==> src/rtl/packet_rr_arbiter.sv <==
// packet_rr_arbiter: packet-granular round-robin merge of NUM_SRC byte streams
// into one registered output stream. A grant is held from a packet's first byte
// to its tlast byte. An optional stall watchdog releases a grant whose source
// stops mid-packet and raises a sticky error flag.
module packet_rr_arbiter #(
    parameter int NUM_SRC = 4,
    parameter int TIMEOUT = 0
) (
    input  logic                   i_clk,
    input  logic                   i_rst_n,
    input  logic [8*NUM_SRC-1:0]   i_s_tdata,
    input  logic [NUM_SRC-1:0]     i_s_tlast,
    input  logic [NUM_SRC-1:0]     i_s_tvalid,
    output logic [NUM_SRC-1:0]     o_s_tready,
    output logic [7:0]             o_m_tdata,
    output logic                   o_m_tlast,
    output logic                   o_m_tvalid,
    input  logic                   i_m_tready,
    output logic [NUM_SRC-1:0]     o_grant,
    output logic                   o_err
);
    localparam int IDX_W = $clog2(NUM_SRC);
    localparam int CNT_W = (TIMEOUT > 0) ? $clog2(TIMEOUT + 1) : 1;
    localparam logic [CNT_W-1:0] CNT_MAX  = CNT_W'(TIMEOUT);
    localparam logic [IDX_W-1:0] LAST_IDX = IDX_W'(NUM_SRC - 1);
    localparam logic [0:0] ST_IDLE = 1'b0;
    localparam logic [0:0] ST_PKT  = 1'b1;

    logic [0:0]       state;
    logic [IDX_W-1:0] g;
    logic [IDX_W-1:0] lg;
    logic [CNT_W-1:0] stall_cnt;

    logic [IDX_W-1:0] pick;
    logic             pick_hit;
    logic [7:0]       sel_data;
    logic             sel_last;
    logic             sel_valid;
    logic             load_en;
    logic             xfer;
    logic             wd_expire;

    // Output stage registers; vld_p0 travels with data_p0/last_p0.
    logic [7:0]       data_p0;
    logic             last_p0;
    logic             vld_p0;

    assign o_m_tdata  = data_p0;
    assign o_m_tlast  = last_p0;
    assign o_m_tvalid = vld_p0;

    // Round-robin scan starting just after the last-served source.
    always_comb begin
        pick     = '0;
        pick_hit = 1'b0;
        for (int k = 1; k <= NUM_SRC; k++) begin
            for (int j = 0; j < NUM_SRC; j++) begin
                if (!pick_hit && i_s_tvalid[j] && (j == (int'(lg) + k) % NUM_SRC)) begin
                    pick     = IDX_W'(j);
                    pick_hit = 1'b1;
                end
            end
        end
    end

    // Mux of the currently granted source onto the load path.
    always_comb begin
        sel_data  = '0;
        sel_last  = 1'b0;
        sel_valid = 1'b0;
        for (int j = 0; j < NUM_SRC; j++) begin
            if (g == IDX_W'(j)) begin
                sel_data  = i_s_tdata[8*j +: 8];
                sel_last  = i_s_tlast[j];
                sel_valid = i_s_tvalid[j];
            end
        end
    end

    // The output register can take a new byte when empty or draining this cycle;
    // this makes tready combinational from i_m_tready (no skid buffer).
    assign load_en   = !vld_p0 || i_m_tready;
    assign xfer      = (state == ST_PKT) && sel_valid && load_en;
    // A transfer in the same cycle takes precedence over expiry.
    assign wd_expire = (TIMEOUT > 0) && (state == ST_PKT) && !xfer && (stall_cnt == CNT_MAX);

    // Grant and per-source ready decoded from the registered grant index.
    always_comb begin
        o_grant    = '0;
        o_s_tready = '0;
        for (int j = 0; j < NUM_SRC; j++) begin
            if ((state == ST_PKT) && (g == IDX_W'(j))) begin
                o_grant[j]    = 1'b1;
                o_s_tready[j] = load_en;
            end
        end
    end

    // Arbitration FSM, last-served pointer, stall watchdog and sticky error.
    always_ff @(posedge i_clk) begin
        if (!i_rst_n) begin
            state     <= ST_IDLE;
            g         <= '0;
            lg        <= LAST_IDX;
            stall_cnt <= '0;
            o_err     <= 1'b0;
        end else begin
            case (state)
                ST_IDLE: begin
                    stall_cnt <= '0;
                    if (pick_hit) begin
                        g     <= pick;
                        state <= ST_PKT;
                    end
                end
                ST_PKT: begin
                    if (xfer) begin
                        stall_cnt <= '0;
                        if (sel_last) begin
                            lg    <= g;
                            state <= ST_IDLE;
                        end
                    end else if (wd_expire) begin
                        // Abort without fabricating tlast; later bytes form a new packet.
                        lg        <= g;
                        state     <= ST_IDLE;
                        stall_cnt <= '0;
                        o_err     <= 1'b1;
                    end else if ((TIMEOUT > 0) && !sel_valid && (stall_cnt != CNT_MAX)) begin
                        stall_cnt <= stall_cnt + 1'b1;
                    end
                end
                default: state <= ST_IDLE;
            endcase
        end
    end

    // Output register: load on transfer, clear when drained, hold while stalled.
    always_ff @(posedge i_clk) begin
        if (!i_rst_n) begin
            vld_p0  <= 1'b0;
            data_p0 <= '0;
            last_p0 <= 1'b0;
        end else if (xfer) begin
            vld_p0  <= 1'b1;
            data_p0 <= sel_data;
            last_p0 <= sel_last;
        end else if (i_m_tready) begin
            vld_p0  <= 1'b0;
        end
    end

endmodule

==> config.mk <==
export PLATFORM = sky130hd
export DESIGN_NAME = packet_rr_arbiter
export DESIGN_NICKNAME = d
export VERILOG_FILES = /design/src/rtl/packet_rr_arbiter.sv
export SDC_FILE = /design/constraint.sdc
export NUM_CORES = 1
export LEC_CHECK = 0
export CORE_MARGIN = 2
export CORE_UTILIZATION = 36
export CTS_CLUSTER_SIZE = 20
export DETAILED_ROUTE_END_ITERATION = 10
export MAX_ROUTING_LAYER = met4
export PLACE_DENSITY_LB_ADDON = 0.15
export SLEW_MARGIN = 20
export SYNTH_ARGS = -nofsm -noshare
export SYNTH_HDL_FRONTEND = slang
export SYNTH_SLANG_ARGS = --single-unit
==> constraint.sdc <==
create_clock -name i_clk -period 2.2 [get_ports i_clk]
set_input_delay 0.44 -clock i_clk [delete_from_list [all_inputs] [get_ports i_clk]]
set_output_delay 0.44 -clock i_clk [all_outputs]
set_load 0.02 [all_outputs]
==> out/results.md, run 1 <==
| Step | Parameter | Value |
| --- | --- | --- |
| place | Final weighted congestion in routability-driven placement | 0.794 |
| synthesis | Most common cell in the synthesized netlist | sky130_fd_sc_hd__dfxtp_1 |
| critical path | Type of origin of the critical path | input port |
| synthesis | Post-synth top flop | sky130_fd_sc_hd__dfxtp_1 |
| grt | Global route overflow | 0 |
| routing | Remaining DRCs | 0 |
| clocking | Hold-fix buffers at CTS | 0 |
| sta | Pins over their slew limit | 0 |
| clocking | Post-CTS setup buffers | 0 |
| sta | Worst Hold Slack | 0.480 ns |
| grt | Pin count of the biggest net entering global routing | 12 |
| clocking | Clock buffer count from CTS | 3 |
| place | Setup Slack @ Placement | 0.00673 ns |
| critical path | Critical Path RT | 1.76 ns |
| sta | Final worst path period need | 2.14 ns |
| sta | Setup TNS | 0 ns |
| die | Die area | 0.00321 sq mm |
| sta | Clock tree skew after final layout | 0.00814 ns |
| critical path | Register-to-register setup slack | 0.47 ns |
| synthesis | Share of async-settable or async-resettable flops after synthesis | 0% |
| place | Count of buffers from port buffering | 60 |
| final layout | Flip-flop and latch area | 303 sq um |
| synthesis | Xor/xnor cell area share of the yosys netlist | 0% |
| hold path | Hold path startpoint | o_m_tdata[5] |
| final layout | Area of the multi-input gates | 638 sq um |
| pwr | Pwr/cell area | 639 mW/mm^2 |
| sta | Final hold violation count | 0 |
| synthesis | Combinational family with the most area after synthesis | multiplexers |
| critical path | Max FO, Critical Path | 5 |
| grt | Vias in the first global route | 1066 |
| grt | Number of antenna violations at the first check in global routing | 0 |
| run status | Run status | complete, no violations |
| pwr | Maximum vdd drop | 504 uV |
| critical path | Start-to-end type of the worst setup path | input port to primary output |
| hold path | Hold Path Sink | o_m_tdata[5] |
| die | Area of the core | 0.00269 sq mm |
| synthesis | Total nets after synthesis | 154 |
| critical path | Worst R2R Path Depth | 4 |
| routing | Vias post-DR | 1111 |
| pwr | Static leakage | 0.679 nW |
| hold path | Depth of the worst hold-timing path | 2 |
| routing | Remaining antenna violation count | 0 |
| final layout | Post-layout nets | 219 |
| die | Std-Cell Rows | 19 |
| place | HPWL Detailed | 2320 um |
| synthesis | Warning count from the yosys run | 0 |
| sta | Setup repair after global routing missed its margin | false |
| place | Post-DP Area | 0.00166 sq mm |
| synthesis | Post-synthesis adder-cell area fraction | 0% |
| die | Chip height | 56.7 um |
| grt | First-pass GRT wire length | 4850 um |
| synthesis | Synth Cell Area | 998 sq um |
| synthesis | Number of enable flip-flop cells after synthesis | 0 |
| clocking | Cell at the root of the clock tree | sky130_fd_sc_hd__clkbuf_4 |
| clocking | Number of levels in the clock H-tree | 1 |
| clocking | Register clock-pin slew on the reported worst setup and hold paths | 0.09 ns |
| routing | First drt pass iteration count | 4 |
| hold path | Hold Path Class | flip-flop to flip-flop |
| final layout | Fraction of layout cells with a size suffix above 1 | 15.4% |
| synthesis | Synthesized area per cell | 9.00 sq um |
| sta | Highest clock frequency the design can meet | 467 MHz |
| grt | Gr usage total | 19.7% |
| synthesis | Compound-Gate Fraction of Synth Area | 21.6% |
| synthesis | Post-synthesis simple-gate area fraction | 18.7% |
| critical path | R2R Path End | lg[1] |
| synthesis | Leading area contributor after synthesis | sky130_fd_sc_hd__dfxtp_1 |
| routing | Post-detailed-route via-to-cell ratio | 5.39 |
| synthesis | Post-synth top area share | 30.1% |
| final layout | Fill cell instance count of the final layout | 237 |
| clocking | Clock tree buffer depth | 2 |
| sta | Period Utilization, post-route | 97.2% |
| critical path | Worst setup EP type | primary output |
| synthesis | Number of storage elements in the synthesis netlist | 15 |
| synthesis | Gate count of the mapped netlist | 111 |
| die | I/O pin count | 62 |
| synthesis | Leading cell types by total area after synthesis | sky130_fd_sc_hd__dfxtp_1 30%, sky130_fd_sc_hd__mux4_2 14%, sky130_fd_sc_hd__mux4_1 7.9% |
| final layout | Area growth from synthesis to layout | 70.4% |
| clocking | Number of sinks on the clock net | 15 |
| final layout | Antenna fix cells | 0 |
| pwr | Overall power of the completed layout | 1.09 mW |
| synthesis | Number of distinct library cells after synthesis | 35 |
| synthesis | Sequential fraction of the synthesis area | 30.1% |
| die | Starting density of the core | 37.2% |
| routing | Total wirelength of the detailed-routed design | 2950 um |
| routing | Violation count after the first detailed-route iteration | 29 |
| sta | Total of endpoints with negative setup slack in the final report | 0 |
| synthesis | Top cell types by occurrence after synthesis | 15 x sky130_fd_sc_hd__dfxtp_1, 14 x sky130_fd_sc_hd__o21ai_0, 11 x sky130_fd_sc_hd__a21oi_1, 9 x sky130_fd_sc_hd__nand3_1, 7 x sky130_fd_sc_hd__nor2b_1 |
| clocking | TritonCTS clock tree | built |
| critical path | Worst flop-to-flop path startpoint | g[0] |
| synthesis | Multiplexer share of the synthesized area | 22.6% |
| job | # Max-Cap Violations | 0 |
| clocking | Clk Latency, worst-skew pair | 0.30 ns |
| routing | Detail-routed net length per standard cell | 14.3 um |
| final layout | Final standard cell area without fillers | 0.00170 sq mm |
| die | DIE WIDTH | 56.7 um |
| sta | Final WS setup | 0.0608 ns |
| critical path | Worst path arrival time | 1.70 ns |
## cells in the final DEF (no fill, tap or decap), types with 2 or more instances in the layout
master and count:
sky130_fd_sc_hd__a21oi_1 11, sky130_fd_sc_hd__a31oi_1 3, sky130_fd_sc_hd__buf_4 9, sky130_fd_sc_hd__clkbuf_4 3, sky130_fd_sc_hd__clkdlybuf4s50_1 57, sky130_fd_sc_hd__dfxtp_1 13
sky130_fd_sc_hd__dfxtp_2 2, sky130_fd_sc_hd__dlymetal6s2s_1 3, sky130_fd_sc_hd__inv_1 5, sky130_fd_sc_hd__mux4_1 3, sky130_fd_sc_hd__mux4_2 6, sky130_fd_sc_hd__nand2_1 6
sky130_fd_sc_hd__nand3_1 9, sky130_fd_sc_hd__nor2_1 3, sky130_fd_sc_hd__nor2b_1 6, sky130_fd_sc_hd__o21ai_0 14, sky130_fd_sc_hd__o32ai_1 2
## flip-flops by register name (all words and copies together), names as in the netlist
| register | cells |
|---|---|
| o_m_tdata | 8 |
| lg | 2 |
| o_m_tlast | 1 |
| state | 1 |
| o_m_tvalid | 1 |
| g | 2 |
## worst max-delay path by stage
| stage | depth (start not counted) | to | startpoint |
|---|---|---|---|
| global placement | 4 | o_s_tready[1] | i_m_tready |
| finish | 4 | o_s_tready[2] | i_m_tready |
| floorplan | 4 | o_s_tready[0] | g[1] |
| CTS | 4 | o_s_tready[3] | i_m_tready |
| global route | 4 | o_s_tready[2] | i_m_tready |
| detailed placement | 4 | o_s_tready[3] | i_m_tready |
## routing by layer
layer	up-vias	routed length, um	global-route usage [%]
li1	548	-	-
met1	528	1150	22.5
met2	33	1600	34.1
met3	2	177	5.99
met4	0	17	3.74
met5	-	0	-
## report_power, final
part / total [mW] / switching (mW) / internal [mW] / leakage, nW
sequential: 0.356 / 0.0379 / 0.318 / 0.123
combinational: 0.565 / 0.258 / 0.307 / 0.538
clock: 0.166 / 0.0977 / 0.0679 / 0.0177
total: 1.09 / 0.394 / 0.693 / 0.679
## metrics by stage
step / instances / util, %
floorplan: 111 / -
global placement: 202 / 61.7
detailed placement: 202 / 61.7
CTS: 206 / 62.7
global route: 206 / 63.3
finish: 206 / 63.3
## cell families (layout without fill, tap and decap cells)
kind of cell / after synthesis / after routing
AOI/OAI and AO/OA: 37 / 37
and+or+nand+nor: 34 / 34
DFF: 15 / 15
buffers and inverters: 14 / 78
muxes: 10 / 10
other: 1 / 1
## critical path: stages
cell and delay (ns):
sky130_fd_sc_hd__clkdlybuf4s50_1 0.47, sky130_fd_sc_hd__nor2b_2 0.06, sky130_fd_sc_hd__nor2b_1 0.12, sky130_fd_sc_hd__clkdlybuf4s50_1 0.61
## layout make-up
class | instances | share of cell area, %
inverter | 5 | 1.10
multi-input combinational | 82 | 37.5
clock inverter | 1 | 0.294
timing repair buffer | 69 | 39.7
sequential | 15 | 17.8
tap | 31 | 2.28
clock buffer | 3 | 1.32
## what timing repair did
action,in CTS,in global routing
endpoints found under the setup margin,2,4
hold endpoints to repair,0,0
gates resized for setup,1,6
No activity file was read; power rests on OpenSTA's default activity.
==> run 2, diff against run 1 <==
PLACE_DENSITY = 0.85   (was unset)
PLACE_DENSITY_LB_ADDON = unset   (was 0.15)
==> out/results.md, run 2 (synthesized netlist as in run 1, its figures left out) <==
| Step | Parameter | Value | vs previous |
| --- | --- | --- | --- |
| die | I/O pin count | 62 | unchanged |
| sta | Highest clock frequency the design can meet | 467 MHz | -0.14% |
| sta | Period Utilization, post-route | 97.4% | +0.14 points |
| run status | Run status | complete, no violations |  |
| die | Die area | 0.00321 sq mm | unchanged |
| clocking | Hold-fix buffers at CTS | 0 | unchanged |
| job | # Max-Cap Violations | 0 | unchanged |
| clocking | Cell at the root of the clock tree | sky130_fd_sc_hd__clkbuf_4 |  |
| grt | Number of antenna violations at the first check in global routing | 0 | unchanged |
| sta | Final hold violation count | 0 | unchanged |
| critical path | Worst flop-to-flop path startpoint | g[0] |  |
| grt | First-pass GRT wire length | 5040 um | +3.9% |
| critical path | Worst path arrival time | 1.70 ns | about the same |
| die | Chip height | 56.7 um | unchanged |
| sta | Setup repair after global routing missed its margin | false |  |
| critical path | Start-to-end type of the worst setup path | input port to primary output |  |
| place | Count of buffers from port buffering | 60 | unchanged |
| hold path | Hold Path Class | flip-flop to flip-flop |  |
| final layout | Highest-count cells in the layout ignoring fill and taps | 57 x sky130_fd_sc_hd__clkdlybuf4s50_1, 14 x sky130_fd_sc_hd__o21ai_0, 13 x sky130_fd_sc_hd__dfxtp_1, 11 x sky130_fd_sc_hd__a21oi_1, 10 x sky130_fd_sc_hd__buf_4 |  |
| final layout | Area of the multi-input gates | 638 sq um | unchanged |
| die | Std-Cell Rows | 19 | unchanged |
| pwr | Static leakage | 0.668 nW | -1.6% |
| final layout | Largest register FFs | 8 | unchanged |
| sta | Pins over their slew limit | 0 | unchanged |
| sta | Final worst path period need | 2.14 ns | +0.00300 ns |
| critical path | Critical Path RT | 1.76 ns | about the same |
| grt | Vias in the first global route | 1134 | +6.4% |
| critical path | Max FO, Critical Path | 5 | unchanged |
| sta | Final WS setup | 0.0578 ns | -0.00300 ns |
| routing | First drt pass iteration count | 4 | unchanged |
| routing | Post-detailed-route via-to-cell ratio | 5.52 | +2.3% |
| place | Setup Slack @ Placement | -0.0521 ns | -0.0588 ns |
| routing | Total wirelength of the detailed-routed design | 3120 um | +5.9% |
| clocking | TritonCTS clock tree | built |  |
| hold path | Depth of the worst hold-timing path | 2 | unchanged |
| sta | Setup TNS | 0 ns | unchanged |
| critical path | Type of origin of the critical path | input port |  |
| routing | Violation count after the first detailed-route iteration | 34 | +17% |
| clocking | Clk Latency, worst-skew pair | 0.28 ns | -0.02 ns |
| clocking | Number of levels in the clock H-tree | 1 | unchanged |
| place | HPWL Detailed | 2530 um | +9.1% |
| hold path | Hold path startpoint | o_m_tdata[3] |  |
| hold path | Hold Path Sink | o_m_tdata[3] |  |
| die | Area of the core | 0.00269 sq mm | unchanged |
| clocking | Post-CTS setup buffers | 0 | unchanged |
| sta | Clock tree skew after final layout | 0.000616 ns | -0.00753 ns |
| final layout | Area growth from synthesis to layout | 70.7% |  |
| clocking | Number of sinks on the clock net | 15 | unchanged |
| critical path | Worst R2R Path Depth | 5 | +1 |
| grt | Gr usage total | 20.0% | +0.36 points |
| die | DIE WIDTH | 56.7 um | unchanged |
| clocking | Register clock-pin slew on the reported worst setup and hold paths | 0.09 ns | about the same |
| grt | Global route overflow | 0 | unchanged |
| final layout | Flip-flop and latch area | 303 sq um | unchanged |
| critical path | Worst setup EP type | primary output |  |
| pwr | Maximum vdd drop | 423 uV | -16% |
| routing | Detail-routed net length per standard cell | 15.1 um | +5.4% |
| routing | Vias post-DR | 1142 | +2.8% |
| final layout | Fraction of layout cells with a size suffix above 1 | 15.3% | -0.088 points |
| place | Final weighted congestion in routability-driven placement | 0.737 | -7.2% |
| die | Starting density of the core | 37.2% | unchanged |
| grt | Pin count of the biggest net entering global routing | 12 | unchanged |
| final layout | Commonest non-fill, non-tap cell in the layout | sky130_fd_sc_hd__clkdlybuf4s50_1 |  |
| routing | Remaining DRCs | 0 | unchanged |
| critical path | Register-to-register setup slack | 0.35 ns | -0.12 ns |
| final layout | Util after Layout | 63.4% | +0.093 points |
| critical path | R2R Path End | lg[1] |  |
| sta | Total of endpoints with negative setup slack in the final report | 0 | unchanged |
| clocking | Clock tree buffer depth | 2 | unchanged |
| final layout | Fill cell instance count of the final layout | 220 | -7.2% |
| clocking | Clock buffer count from CTS | 3 | unchanged |
| final layout | Post-layout nets | 220 | +0.46% |
| routing | Remaining antenna violation count | 0 | unchanged |
| final layout | Antenna fix cells | 0 | unchanged |
| pwr | Pwr/cell area | 635 mW/mm^2 | -0.55% |
run 2: cell types whose count changed in the layout (fill, tap and decap cells not counted), sizes merged:
cell and change:
clkbuf +1, dlymetal6s2s -1, buf +1, dlygate4sd2 +1
clkinv -1
run 2: how the worst max path moves through the flow:
stage / depth (start not counted) / end / from
6_report: 4 / o_s_tready[2] / i_m_tready
2_1_floorplan: 4 / o_s_tready[0] / g[1]
4_1_cts: 3 / o_s_tready[3] / g[1]
3_5_place_dp: 4 / o_s_tready[0] / i_m_tready
3_3_place_gp: 4 / o_s_tready[3] / i_m_tready
5_1_grt: 4 / o_grant[1] / g[0]
run 2: layer usage:
metal / routed length [um] / GRT usage (%) / part of all wire [%]
met3: 257 / 3.92 / 8.2
met1: 1270 / 24.7 / 41
met2: 1550 / 32.4 / 50
met5: 0 / - / 0
met4: 38 / 7.48 / 1.2
run 2: critical path: stages:
cell and delay [ns]:
sky130_fd_sc_hd__clkdlybuf4s50_1 0.47, sky130_fd_sc_hd__nor2b_2 0.07, sky130_fd_sc_hd__nor2b_1 0.11, sky130_fd_sc_hd__clkdlybuf4s50_1 0.61
run 2: repair_timing:
item                                    in CTS  in global routing
gates resized for setup                      3                  4
pin swaps                                    0                  0
endpoints found under the setup margin       4                  2
run 2: final cells by class:
cell class | count | area share, %
repair buffers | 70 | 39.9
multi-input cells | 82 | 37.4
flip-flops and latches | 15 | 17.8
well taps | 31 | 2.28
clock buffers | 4 | 1.54
inverters | 5 | 1.10
run 2: power by group:
group          internal (mW)  switching [mW]
Combinational          0.307           0.257
Clock                 0.0704          0.0889
Sequential             0.318          0.0412
run 2: metrics by stage:
step	cell area (sq um)	cells	total power, mW	hold WS [ns]
after floorplan	998	111	0.673	0.491
after global routing	1700	207	1.15	0.502
after CTS	1690	207	1.09	0.484
final	1700	207	1.08	0.487
after global placement	1660	203	0.906	0.464
after detailed placement	1660	203	0.928	0.472
==> run 3, diff against run 2 <==
CORE_MARGIN = 3   (was 2)
CORE_UTILIZATION = 33   (was 36)
CTS_CLUSTER_SIZE = 12   (was 20)
PLACE_DENSITY = 0.82   (was 0.85)
clock period = 1.95 ns   (was 2.2 ns; I/O delays follow)
==> out/results.md, run 3 (synthesized netlist as in run 1, its figures left out) <==
| Step | Parameter | Value | vs previous |
| --- | --- | --- | --- |
| clocking | Cell at the root of the clock tree | sky130_fd_sc_hd__clkbuf_4 |  |
| final layout | Area of the multi-input gates | 638 sq um | unchanged |
| grt | Number of antenna violations at the first check in global routing | 0 | unchanged |
| routing | Detail-routed net length per standard cell | 15.1 um | +0.18% |
| sta | Period Utilization, post-route | 95.7% |  |
| grt | Global route overflow | 0 | unchanged |
| final layout | Flip-flop and latch area | 303 sq um | unchanged |
| grt | Global routing's busiest layer | met2 |  |
| final layout | Area growth from synthesis to layout | 73.2% |  |
| sta | Clock tree skew after final layout | 0.00404 ns | +0.00343 ns |
| place | Final weighted congestion in routability-driven placement | 0.842 | +14% |
| sta | Setup repair after global routing missed its margin | false |  |
| critical path | Worst flop-to-flop path startpoint | g[0] |  |
| final layout | Fraction of layout cells with a size suffix above 1 | 17.2% | +1.9 points |
| die | Chip height | 61.0 um | +7.7% |
| critical path | List of cells traversed by the critical path | and3b_1, clkdlybuf4s50_1 |  |
| die | Starting density of the core | 35.3% | -1.9 points |
| run status | Run status | complete, no violations |  |
| die | I/O pin count | 62 | unchanged |
| clocking | Number of sinks on the clock net | 15 | unchanged |
| critical path | Type of origin of the critical path | flip-flop |  |
| pwr | Maximum vdd drop | 241 uV | -43% |
| clocking | Hold-fix buffers at CTS | 0 | unchanged |
| final layout | Largest register FFs | 8 | unchanged |
| critical path | Critical Path RT | 1.56 ns | -0.20 ns |
| sta | Total of endpoints with negative setup slack in the final report | 0 | unchanged |
| grt | Pin count of the biggest net entering global routing | 12 | unchanged |
| clocking | Number of levels in the clock H-tree | 1 | unchanged |
| sta | Final hold violation count | 0 | unchanged |
| pwr | Pwr/cell area | 710 mW/mm^2 | +12% |
| die | DIE WIDTH | 61.0 um | +7.7% |
| routing | Remaining DRCs | 0 | unchanged |
| critical path | Family with the most delay on the worst path | buffers and inverters |  |
| final layout | Highest-count cells in the layout ignoring fill and taps | 53 x sky130_fd_sc_hd__clkdlybuf4s50_1, 14 x sky130_fd_sc_hd__o21ai_0, 14 x sky130_fd_sc_hd__buf_4, 13 x sky130_fd_sc_hd__dfxtp_1, 11 x sky130_fd_sc_hd__a21oi_1 |  |
| sta | Pins over their slew limit | 0 | unchanged |
| routing | Total wirelength of the detailed-routed design | 3190 um | +2.1% |
| final layout | Commonest non-fill, non-tap cell in the layout | sky130_fd_sc_hd__clkdlybuf4s50_1 |  |
| critical path | Max FO, Critical Path | 6 | +1 |
| critical path | Number of buffer and inverter instances along the worst setup path | 1 | -1 |
| clocking | Clk Latency, worst-skew pair | 0.28 ns | about the same |
| sta | Highest clock frequency the design can meet | 536 MHz |  |
| final layout | Antenna fix cells | 0 | unchanged |
| hold path | Hold Path Class | flip-flop to flip-flop |  |
| sta | Setup TNS | 0 ns | unchanged |
| grt | Vias in the first global route | 1067 | -5.9% |
| critical path | Worst path arrival time | 1.48 ns | -0.22 ns |
| critical path | Slowest stage cell on the critical path | sky130_fd_sc_hd__clkdlybuf4s50_1 |  |
| final layout | Final standard cell area without fillers | 0.00173 sq mm | +1.5% |
| die | Std-Cell Rows | 19 | unchanged |
| routing | First drt pass iteration count | 4 | unchanged |
| critical path | Worst R2R Path Depth | 4 | -1 |
| die | Area of the core | 0.00283 sq mm | +5.3% |
| grt | Met1 Track Usage GR | 21.0% | -3.7 points |
| critical path | Logic depth of the worst path, buffers included | 2 | -2 |
| critical path | Critical path launch point | g[0] |  |
| clocking | Clock buffer count from CTS | 3 | unchanged |
| hold path | Depth of the worst hold-timing path | 2 | unchanged |
| place | Count of buffers from port buffering | 60 | unchanged |
| grt | Met2 track utilization from global routing | 30.5% | -1.9 points |
| critical path | Slowest Stage Delay on Critical Path | 0.60 ns | about the same |
| grt | Routing usage on met3 | 1.91% | -2.0 points |
| grt | Gr usage total | 17.5% | -2.5 points |
| grt | First-pass GRT wire length | 4730 um | -6.2% |
| pwr | Static leakage | 0.703 nW | +5.2% |
| final layout | Fill cell instance count of the final layout | 253 | +15% |
| clocking | Clock tree buffer depth | 2 | unchanged |
| place | HPWL Detailed | 2610 um | +3.4% |
| clocking | Post-CTS setup buffers | 0 | unchanged |
| pwr | Overall power of the completed layout | 1.23 mW | +13% |
| routing | Violation count after the first detailed-route iteration | 26 | -24% |
| routing | Remaining antenna violation count | 0 | unchanged |
| hold path | Hold path startpoint | o_m_tdata[7] |  |
| routing | Post-detailed-route via-to-cell ratio | 5.49 | -0.52% |
| routing | Vias post-DR | 1158 | +1.4% |
| final layout | Post-layout nets | 224 | +1.8% |
| job | # Max-Cap Violations | 0 | unchanged |
| critical path | Start-to-end type of the worst setup path | flip-flop to primary output |  |
| clocking | TritonCTS clock tree | built |  |
| place | Post-DP Area | 0.00170 sq mm | +2.1% |
| clocking | Register clock-pin slew on the reported worst setup and hold paths | 0.09 ns | about the same |
| critical path | Worst setup EP type | primary output |  |
| sta | Final worst path period need | 1.87 ns |  |
| die | Die area | 0.00372 sq mm | +16% |
[run 3: tightest hold or removal path: stages (launching register included)]
cell,delay (ns)
sky130_fd_sc_hd__dfxtp_1,0.32
sky130_fd_sc_hd__o21ai_0,0.06
sky130_fd_sc_hd__a21oi_1,0.07
[run 3: timing repair]
action	4_1_cts	5_1_grt
endpoints found under the setup margin	8	2
resized for setup	8	2
cloned	0	0
[run 3: where the power goes]
group	total (mW)	switching, mW	leakage, nW	internal, mW
Combinational	0.643	0.292	0.565	0.351
Sequential	0.406	0.0473	0.124	0.359
Clock	0.178	0.0986	0.0150	0.0793
[run 3: final timing paths]
check / end / slack [ns]
setup / recovery: o_grant[2] / 0.08
hold reg to reg: o_m_tdata[7] / 0.48
setup reg to reg: lg[1] / 0.12
hold / removal: o_m_tdata[7] / 0.48
[run 3: cell type report]
cell class              instances  share of cell area, %
multi-input cells              82                   36.9
well taps                      31                   2.24
inverters                       5                   1.09
repair buffers                 74                   40.7
flip-flops and latches         15                   17.5
clock buffers                   4                   1.52
[run 3: per-stage QoR]
step / utilization [%] / hold WS (ns) / setup slack [ns] / cells
after global routing: 61.1 / 0.511 / 0.00896 / 211
after CTS: 60.9 / 0.485 / 0.0287 / 211
after detailed placement: 60.1 / 0.471 / -0.197 / 207
after global placement: 60.1 / 0.462 / -0.177 / 207
final: 61.1 / 0.485 / 0.0841 / 211
after floorplan: - / 0.479 / 0.00977 / 111
[run 3: per-layer routing]
layer	routed length, um	share of wire, %	vias up
li1	-	-	555
met1	1350	42	541
met2	1600	50	58
met3	211	6.6	4
met4	29	0.91	0
met5	0	0	-
